===== src/rtl/adpcm_pcm_feeder.sv =====
`default_nettype none
// ============================================================================
// Module   : adpcm_pcm_feeder
// Purpose  : Buffers 16-bit PCM samples in a small FIFO and feeds them one at
//            a time to an adpcm encoder core with a toggle req/ack handshake.
//            Each resulting 4-bit code is forwarded downstream as a toggle push.
// Ports    : clk, rstn            clock / async active-low reset
//            enable               low = synchronous clear of all state
//            in_valid/in_pcm/in_ready   level valid/ready sample input
//            core_req/core_pcm    toggle request + held sample to the core
//            core_ack/core_adpcm  core idle flag + encoded nibble
//            nib_push/nib_adpcm   toggle push + code to the packer
//            nib_full             downstream full, stalls emission
//            level                FIFO occupancy
//            err                  sticky handshake timeout flag
// Revision : 1.0  initial release
// ============================================================================
module adpcm_pcm_feeder #(
    parameter int DEPTH_LOG2 = 3,
    parameter int TIMEOUT    = 32
) (
    input  logic                  clk,
    input  logic                  rstn,
    input  logic                  enable,
    input  logic                  in_valid,
    input  logic signed [15:0]    in_pcm,
    output logic                  in_ready,
    output logic                  core_req,
    output logic signed [15:0]    core_pcm,
    input  logic                  core_ack,
    input  logic [3:0]            core_adpcm,
    output logic                  nib_push,
    output logic [3:0]            nib_adpcm,
    input  logic                  nib_full,
    output logic [DEPTH_LOG2:0]   level,
    output logic                  err
);

    localparam int                  c_DEPTH      = 1 << DEPTH_LOG2;
    localparam int                  c_CNT_W      = (TIMEOUT > 1) ? $clog2(TIMEOUT) : 1;
    localparam logic [c_CNT_W-1:0]  c_CNT_LAST   = c_CNT_W'(TIMEOUT - 1);
    localparam logic [DEPTH_LOG2:0] c_LEVEL_FULL = {1'b1, {DEPTH_LOG2{1'b0}}};

    localparam logic [2:0] c_S_IDLE      = 3'd0;
    localparam logic [2:0] c_S_REQ       = 3'd1;
    localparam logic [2:0] c_S_WAIT_LOW  = 3'd2;
    localparam logic [2:0] c_S_WAIT_HIGH = 3'd3;
    localparam logic [2:0] c_S_EMIT      = 3'd4;

    logic signed [15:0]    r_mem [0:c_DEPTH-1];
    logic [DEPTH_LOG2-1:0] r_wr_ptr;
    logic [DEPTH_LOG2-1:0] r_rd_ptr;
    logic [DEPTH_LOG2:0]   r_level;
    logic [2:0]            r_state;
    logic [c_CNT_W-1:0]    r_cnt;
    logic                  r_core_req;
    logic signed [15:0]    r_core_pcm;
    logic                  r_nib_push;
    logic [3:0]            r_nib_adpcm;
    logic                  r_err;

    logic [2:0]            w_state_nxt;
    logic [c_CNT_W-1:0]    w_cnt_nxt;
    logic                  w_load_pcm;
    logic                  w_req_toggle;
    logic                  w_emit;
    logic                  w_timeout;
    logic                  w_push;
    logic                  w_pop;
    logic                  w_fifo_empty;
    logic                  w_fifo_full;

    assign w_fifo_empty = (r_level == '0);
    assign w_fifo_full  = (r_level == c_LEVEL_FULL);
    assign in_ready     = enable && !w_fifo_full;
    assign w_push       = in_valid && in_ready;
    // The head sample leaves the FIFO only once its code went out, or when
    // the core stopped answering and the sample is abandoned.
    assign w_pop        = w_emit || w_timeout;

    assign core_req  = r_core_req;
    assign core_pcm  = r_core_pcm;
    assign nib_push  = r_nib_push;
    assign nib_adpcm = r_nib_adpcm;
    assign level     = r_level;
    assign err       = r_err;

    always_comb begin
        w_state_nxt  = r_state;
        w_cnt_nxt    = r_cnt;
        w_load_pcm   = 1'b0;
        w_req_toggle = 1'b0;
        w_emit       = 1'b0;
        w_timeout    = 1'b0;
        case (r_state)
            c_S_IDLE: begin
                // Sample is presented here so it is stable a full cycle
                // before the core latches it on the request toggle.
                if (!w_fifo_empty) begin
                    w_load_pcm  = 1'b1;
                    w_state_nxt = c_S_REQ;
                end
            end
            c_S_REQ: begin
                w_req_toggle = 1'b1;
                w_cnt_nxt    = '0;
                w_state_nxt  = c_S_WAIT_LOW;
            end
            c_S_WAIT_LOW: begin
                if (!core_ack) begin
                    w_cnt_nxt   = '0;
                    w_state_nxt = c_S_WAIT_HIGH;
                end else if (r_cnt == c_CNT_LAST) begin
                    w_timeout   = 1'b1;
                    w_state_nxt = c_S_IDLE;
                end else begin
                    w_cnt_nxt = r_cnt + c_CNT_W'(1);
                end
            end
            c_S_WAIT_HIGH: begin
                if (core_ack) begin
                    w_state_nxt = c_S_EMIT;
                end else if (r_cnt == c_CNT_LAST) begin
                    w_timeout   = 1'b1;
                    w_state_nxt = c_S_IDLE;
                end else begin
                    w_cnt_nxt = r_cnt + c_CNT_W'(1);
                end
            end
            c_S_EMIT: begin
                // Backpressure may hold here indefinitely; no timeout.
                if (!nib_full) begin
                    w_emit      = 1'b1;
                    w_state_nxt = c_S_IDLE;
                end
            end
            default: begin
                w_state_nxt = c_S_IDLE;
            end
        endcase
    end

    always_ff @(posedge clk or negedge rstn) begin
        if (!rstn) begin
            r_state     <= c_S_IDLE;
            r_cnt       <= '0;
            r_core_req  <= 1'b0;
            r_core_pcm  <= '0;
            r_nib_push  <= 1'b0;
            r_nib_adpcm <= 4'd0;
            r_err       <= 1'b0;
            r_wr_ptr    <= '0;
            r_rd_ptr    <= '0;
            r_level     <= '0;
        end else if (!enable) begin
            // The core is cleared by the same enable, so zeroing the toggles
            // keeps request/acknowledge parity aligned on both sides.
            r_state     <= c_S_IDLE;
            r_cnt       <= '0;
            r_core_req  <= 1'b0;
            r_core_pcm  <= '0;
            r_nib_push  <= 1'b0;
            r_nib_adpcm <= 4'd0;
            r_err       <= 1'b0;
            r_wr_ptr    <= '0;
            r_rd_ptr    <= '0;
            r_level     <= '0;
        end else begin
            r_state <= w_state_nxt;
            r_cnt   <= w_cnt_nxt;
            if (w_load_pcm) begin
                r_core_pcm <= r_mem[r_rd_ptr];
            end
            if (w_req_toggle) begin
                r_core_req <= ~r_core_req;
            end
            if (w_emit) begin
                r_nib_adpcm <= core_adpcm;
                r_nib_push  <= ~r_nib_push;
            end
            if (w_timeout) begin
                r_err <= 1'b1;
            end
            if (w_push) begin
                r_wr_ptr <= r_wr_ptr + DEPTH_LOG2'(1);
            end
            if (w_pop) begin
                r_rd_ptr <= r_rd_ptr + DEPTH_LOG2'(1);
            end
            case ({w_push, w_pop})
                2'b10:   r_level <= r_level + (DEPTH_LOG2 + 1)'(1);
                2'b01:   r_level <= r_level - (DEPTH_LOG2 + 1)'(1);
                default: r_level <= r_level;
            endcase
        end
    end

    // Sample storage needs no reset: occupancy alone says what is valid.
    always_ff @(posedge clk) begin
        if (w_push) begin
            r_mem[r_wr_ptr] <= in_pcm;
        end
    end

endmodule
`default_nettype wire


===== config.mk =====
export PLATFORM = sky130hd
export DESIGN_NAME = adpcm_pcm_feeder
export DESIGN_NICKNAME = d
export VERILOG_FILES = /design/src/rtl/adpcm_pcm_feeder.sv
export SDC_FILE = /design/constraint.sdc
export NUM_CORES = 1
export LEC_CHECK = 0
export CAP_MARGIN = 15
export CORE_MARGIN = 2
export CORE_UTILIZATION = 50
export DETAILED_ROUTE_END_ITERATION = 10
export PLACE_DENSITY = 0.81
export SLEW_MARGIN = 20
export SYNTH_ARGS = -nofsm -noshare
export SYNTH_HDL_FRONTEND = slang
export SYNTH_SLANG_ARGS = --single-unit

===== constraint.sdc =====
create_clock -name clk -period 4.6 [get_ports clk]
set_input_delay 0.92 -clock clk [delete_from_list [all_inputs] [get_ports clk]]
set_output_delay 0.92 -clock clk [all_outputs]
set_load 0.01 [all_outputs]

Word level (Yosys, flattened, before mapping)
Memory sizes are Yosys's and may differ from the RTL's. Cells that the tools add are included.

Register bits: 41. Bits in writable memories: 128. Output and inout bits: 28. Memories: 1.

Memory list: r_mem (words 8, bits a word 16, rd ports 1, clocked after memory_dff 0, wr ports 1, RTL line 50) `logic signed [15:0] r_mem [0:c_DEPTH-1];`.

Add/sub/neg operators: 5. Equal/unequal tests: 19. Muxes and demuxes: 39. Bitwise operators: 2. Reductions and logical operators: 8.

Operators with widths (count): 2-to-1 mux 16 bit (2); 2-to-1 mux 3 bit (10); 2-to-1 mux 5 bit (4); 2-to-1 mux 1 bit (16); case mux 3 bit (5 select lines) (1); case mux 5 bit (3 select lines) (1); 2-to-1 mux 4 bit (3); != test 2 x 1 -> 1 bit (second input constant) (6); != test 3 bit (second input constant) (3); case mux 4 bit (2 select lines) (1); adder 3 x 1 -> 3 bit (second input constant) (2); == test 3 x 2 -> 1 bit (second input constant) (2); adder 5 x 1 -> 5 bit (second input constant) (1); == test 5 bit (second input constant) (1); adder 4 x 1 -> 4 bit (second input constant) (1); == test 4 bit (second input constant) (1); logical NOT 4 bit (1); != test 4 x 1 -> 1 bit (second input constant) (1); AND reduction 2 bit (2); subtractor 4 x 1 -> 4 bit (second input constant) (1); == test 3 x 1 -> 1 bit (second input constant) (1); == test 3 bit (second input constant) (1); logical NOT 3 bit (1); != test 3 x 1 -> 1 bit (second input constant) (1); 7 further kinds (9).

Depth between registers and ports, before layout
Depth in word-level cells: 8. Mapped depth: 9. Gate-level depth less buffers: 9.

Worst setup path before layout
Ideal clock, no wire load.

Path type: input-to-reg. Start point: input port enable. End point: memory r_mem[4][0] (enable). Arrival time: 3.127 ns. Data required time: 4.164 ns. Slack: 1.037 ns. Cell stages on the path: 4. Cell sequence: buf_2 > nand3_1 > buf_4 > nor4b_1.

Cells in the longest elaborated chain, start to end: 4.

RTL lines: start: declaration (RTL line 24) `input logic enable,`; logical AND 1 bit (RTL line 75) `assign in_ready = enable && !w_fifo_full;`; logical AND 1 bit (RTL line 76) `assign w_push = in_valid && in_ready;`; 2-to-1 mux 1 bit (RTL line 200) `if (w_push) begin`; 2-to-1 mux 1 bit (implied by the code) (RTL line 201) `r_mem[r_wr_ptr] <= in_pcm;`; end: declaration (RTL line 50).

No other way between the ends.

Worst setup path in the final report
Start point: input port enable. End point: output port in_ready.

Cells in the longest elaborated chain, start to end: 1.

RTL lines: logical AND 1 bit (RTL line 75); end: declaration (RTL line 27) `output logic in_ready,`.

No other way between the ends.

==> reports/metrics.cfg <==
[drt]
vias_per_cell=5.771
postRouteAntennaNets=0
post-route-drc-count=0
drtIter0Drc=287
vias=3699
wl_per_cell_um=21.17
drt_pre_antenna_iters=4
routed_wl_um=13570

[final_layout]
finalNetCount=483
fin_cells=641
fin_area_sq_um=8080
nFillCells=927
areaGrowthSynthToFinish_pct=18.65
ff_latch_area_sq_um=4871
multi_input_area_sq_um=1856
drive_gt1_frac=0.1828
antennaDiodeCount=0

[sta]
final-hold-violation-count=0
finalSetupViolations=0
fin_crit_ns=3.301
finalMaxSlewViolations=0
timing.fmax_ghz=0.3030
tns_ns=0
finalCritPeriodShare=0.7175
skew_ns=0.004800
slew_headroom=0.2718
whs_ns=0.4796
worstMarginPinSlew_ns=1.092
rsz0062_at_grt=no

[yosys]
synthTopCellsByArea=edfxtp_1, dfrtp_1, mux4_2
yosys_warnings=0
postSynthAreaPerCell_sq_um=17.42
syn_nets=422
netlist_area_sq_um=6810
synth-seq-cells=169
yosysTopAreaCellShare=0.5644
syn_inst=391
ys_types=45
synth.most_common_cell=edfxtp_1
synth_common_cells=edfxtp_1, dfrtp_1, mux4_2
async_flop_share=0.2426
synth-main-ff-cell=edfxtp_1
synth-seq-area-share=0.7150
synth_edf_count=128
synth_top_area_cell=edfxtp_1

[critical_path]
cp-endpoint=in_ready
ff2ff_setup_slack_ns=1.92
path_max_fanout=12
cp.required_ns=3.68
startpoint=enable
rr_endpoint=level[3]$_DFFE_PN0P_
path_cells=clkdlybuf4s50_1 > and2_2 > clkdlybuf4s50_1
worstSetupStartpointType=primary input
setup.worst_path.end_class=primary output
reg2reg_depth=8
cpMostUsedCell=clkdlybuf4s50_1
r2r_start=r_state[0]$_DFFE_PN0P_
cp.arrival_ns=2.38
critical_path_class=primary input to primary output
slowest_delay_ns=0.72
critPathSlowestCell=clkdlybuf4s50_1

[clock_tree]
postCtsSetupRepairBufs=0
root_buffer=clkbuf_16
holdBufCountCts=0
cts.repair.resized=0
path_clk_slew_ns=0.06
cts_made_buffers=17
cts_tree=yes
cts_max_path_buffers=2
clock_latency_ns=0.42
cts_sinks=169
htree_levels=4

[power]
clkPwrFrac=0.384
p_leak_nw=2.738
pwr-share-comb=0.077
vdd_drop_max_uv=311.2
switchingPower_mw=0.7375
power_frac_seq=0.539
total_power_mw=3.234
p_sw_frac=0.2281
power_density_nw_per_um2=400.2
p_int_mw=2.496

[global_route]
grt_pass1_wl_um=21480
antenna_found_initial=0
grt_pass1_vias=3977
overflow=0
grt_start_max_net_pins=42
grt_usage=0.2036

[floorplanning]
rows=42
die_height_um=120.7
initial_core_util=0.5122
die-area_sq_um=14570
die_w_um=120.7
fp.coreArea_sq_um=13300
ios=54

[place]
dp.cells=609
place_area_sq_um=7562
dp_hpwl_um=8001
portBuffers=53
place_congestion=0.9517

[outcome]
status=complete, no violations

[job]
cap_violations=0

[min_path]
hold_path_class=primary input to async pin

through the flow:
stage,util,setup WS (ns)
final,0.6078,1.299
after global routing,0.6078,1.248
after CTS,0.6076,1.307
after detailed placement,0.5688,1.134
after global placement,0.5688,1.311
after floorplan,-,1.037
critical path, delay by kind of cell:
kind | cells | cell delay, ns
buffers and inverters | 2 | 1.24
and+or+nand+nor | 1 | 0.22
final cells by class:
class / instances / share of cell area
Sequential cell: 169 / 0.6028
Multi-Input combinational cell: 197 / 0.2296
Timing Repair Buffer: 63 / 0.07464
Clock buffer: 21 / 0.05451
Tap cell: 176 / 0.02725
Clock inverter: 11 / 0.009291
Inverter: 4 / 0.001858
power by group through the flow:
stage          Combinational [mW]  Clock (mW)  Sequential [mW]
2_1_floorplan               0.120           0             1.77
3_3_place_gp                0.236           0             1.77
3_5_place_dp                0.247           0             1.77
4_1_cts                     0.249        1.27             1.74
5_1_grt                     0.269        1.32             1.75
6_report                    0.248        1.24             1.74
worst min path at each step:
stage                        startpoint                       end  slack [ns]  cells past startpoint
2_1_floorplan      r_cnt[4]$_DFFE_PN0P_      r_cnt[4]$_DFFE_PN0P_        0.48                      2
3_3_place_gp   core_pcm[15]$_DFFE_PN0P_  core_pcm[15]$_DFFE_PN0P_        0.46                      2
3_5_place_dp   core_pcm[15]$_DFFE_PN0P_  core_pcm[15]$_DFFE_PN0P_        0.48                      2
4_1_cts        core_pcm[13]$_DFFE_PN0P_  core_pcm[13]$_DFFE_PN0P_        0.49                      2
5_1_grt         core_pcm[6]$_DFFE_PN0P_   core_pcm[6]$_DFFE_PN0P_        0.50                      2
6_report                           rstn      level[2]$_DFFE_PN0P_        0.48                      1
flip-flops by register name (all words and copies together) (netlist names):
name	cells
nib_push	1
r_mem	128
level	4
core_pcm	16
core_req	1
r_rd_ptr	3
r_wr_ptr	3
nib_adpcm	4
r_cnt	5
err	1
r_state	3
kinds of logic after synthesis:
kind of cell	count (synthesis)	synth area share
XOR/XNOR	9	0.01157
multiplexers	54	0.1383
AND/OR/NAND/NOR	82	0.06357
flip-flops	169	0.7150
adder cells (fa/ha/maj)	5	0.009186
buffers and inverters	25	0.01819
AO/OA/AOI/OAI	47	0.04409
cell usage in the layout (no fill, tap or decap), drive strengths merged, types with 5 or more instances in the layout:
cell type / instances
nand3: 8
buf: 11
inv: 6
a21oi: 6
clkdlybuf4s50: 52
nand2: 30
nor2: 20
xor2: 5
ha: 5
clkinv: 5
mux2i: 21
nor3: 5
o21ai: 25
mux4: 32
edfxtp: 128
dfrtp: 41
clkbuf: 21
routing by layer:
layer  share of wire  vias to the layer above  global-route usage  wire, um
li1                -                     1656                   -         -
met1            0.41                     1898              0.2485      5521
met2            0.52                      122              0.3450      7056
met3           0.057                       23             0.06321       771
met4           0.016                        0             0.07049       221
met5               0                        -                   0         0
No activity file was read; power rests on OpenSTA's default activity.
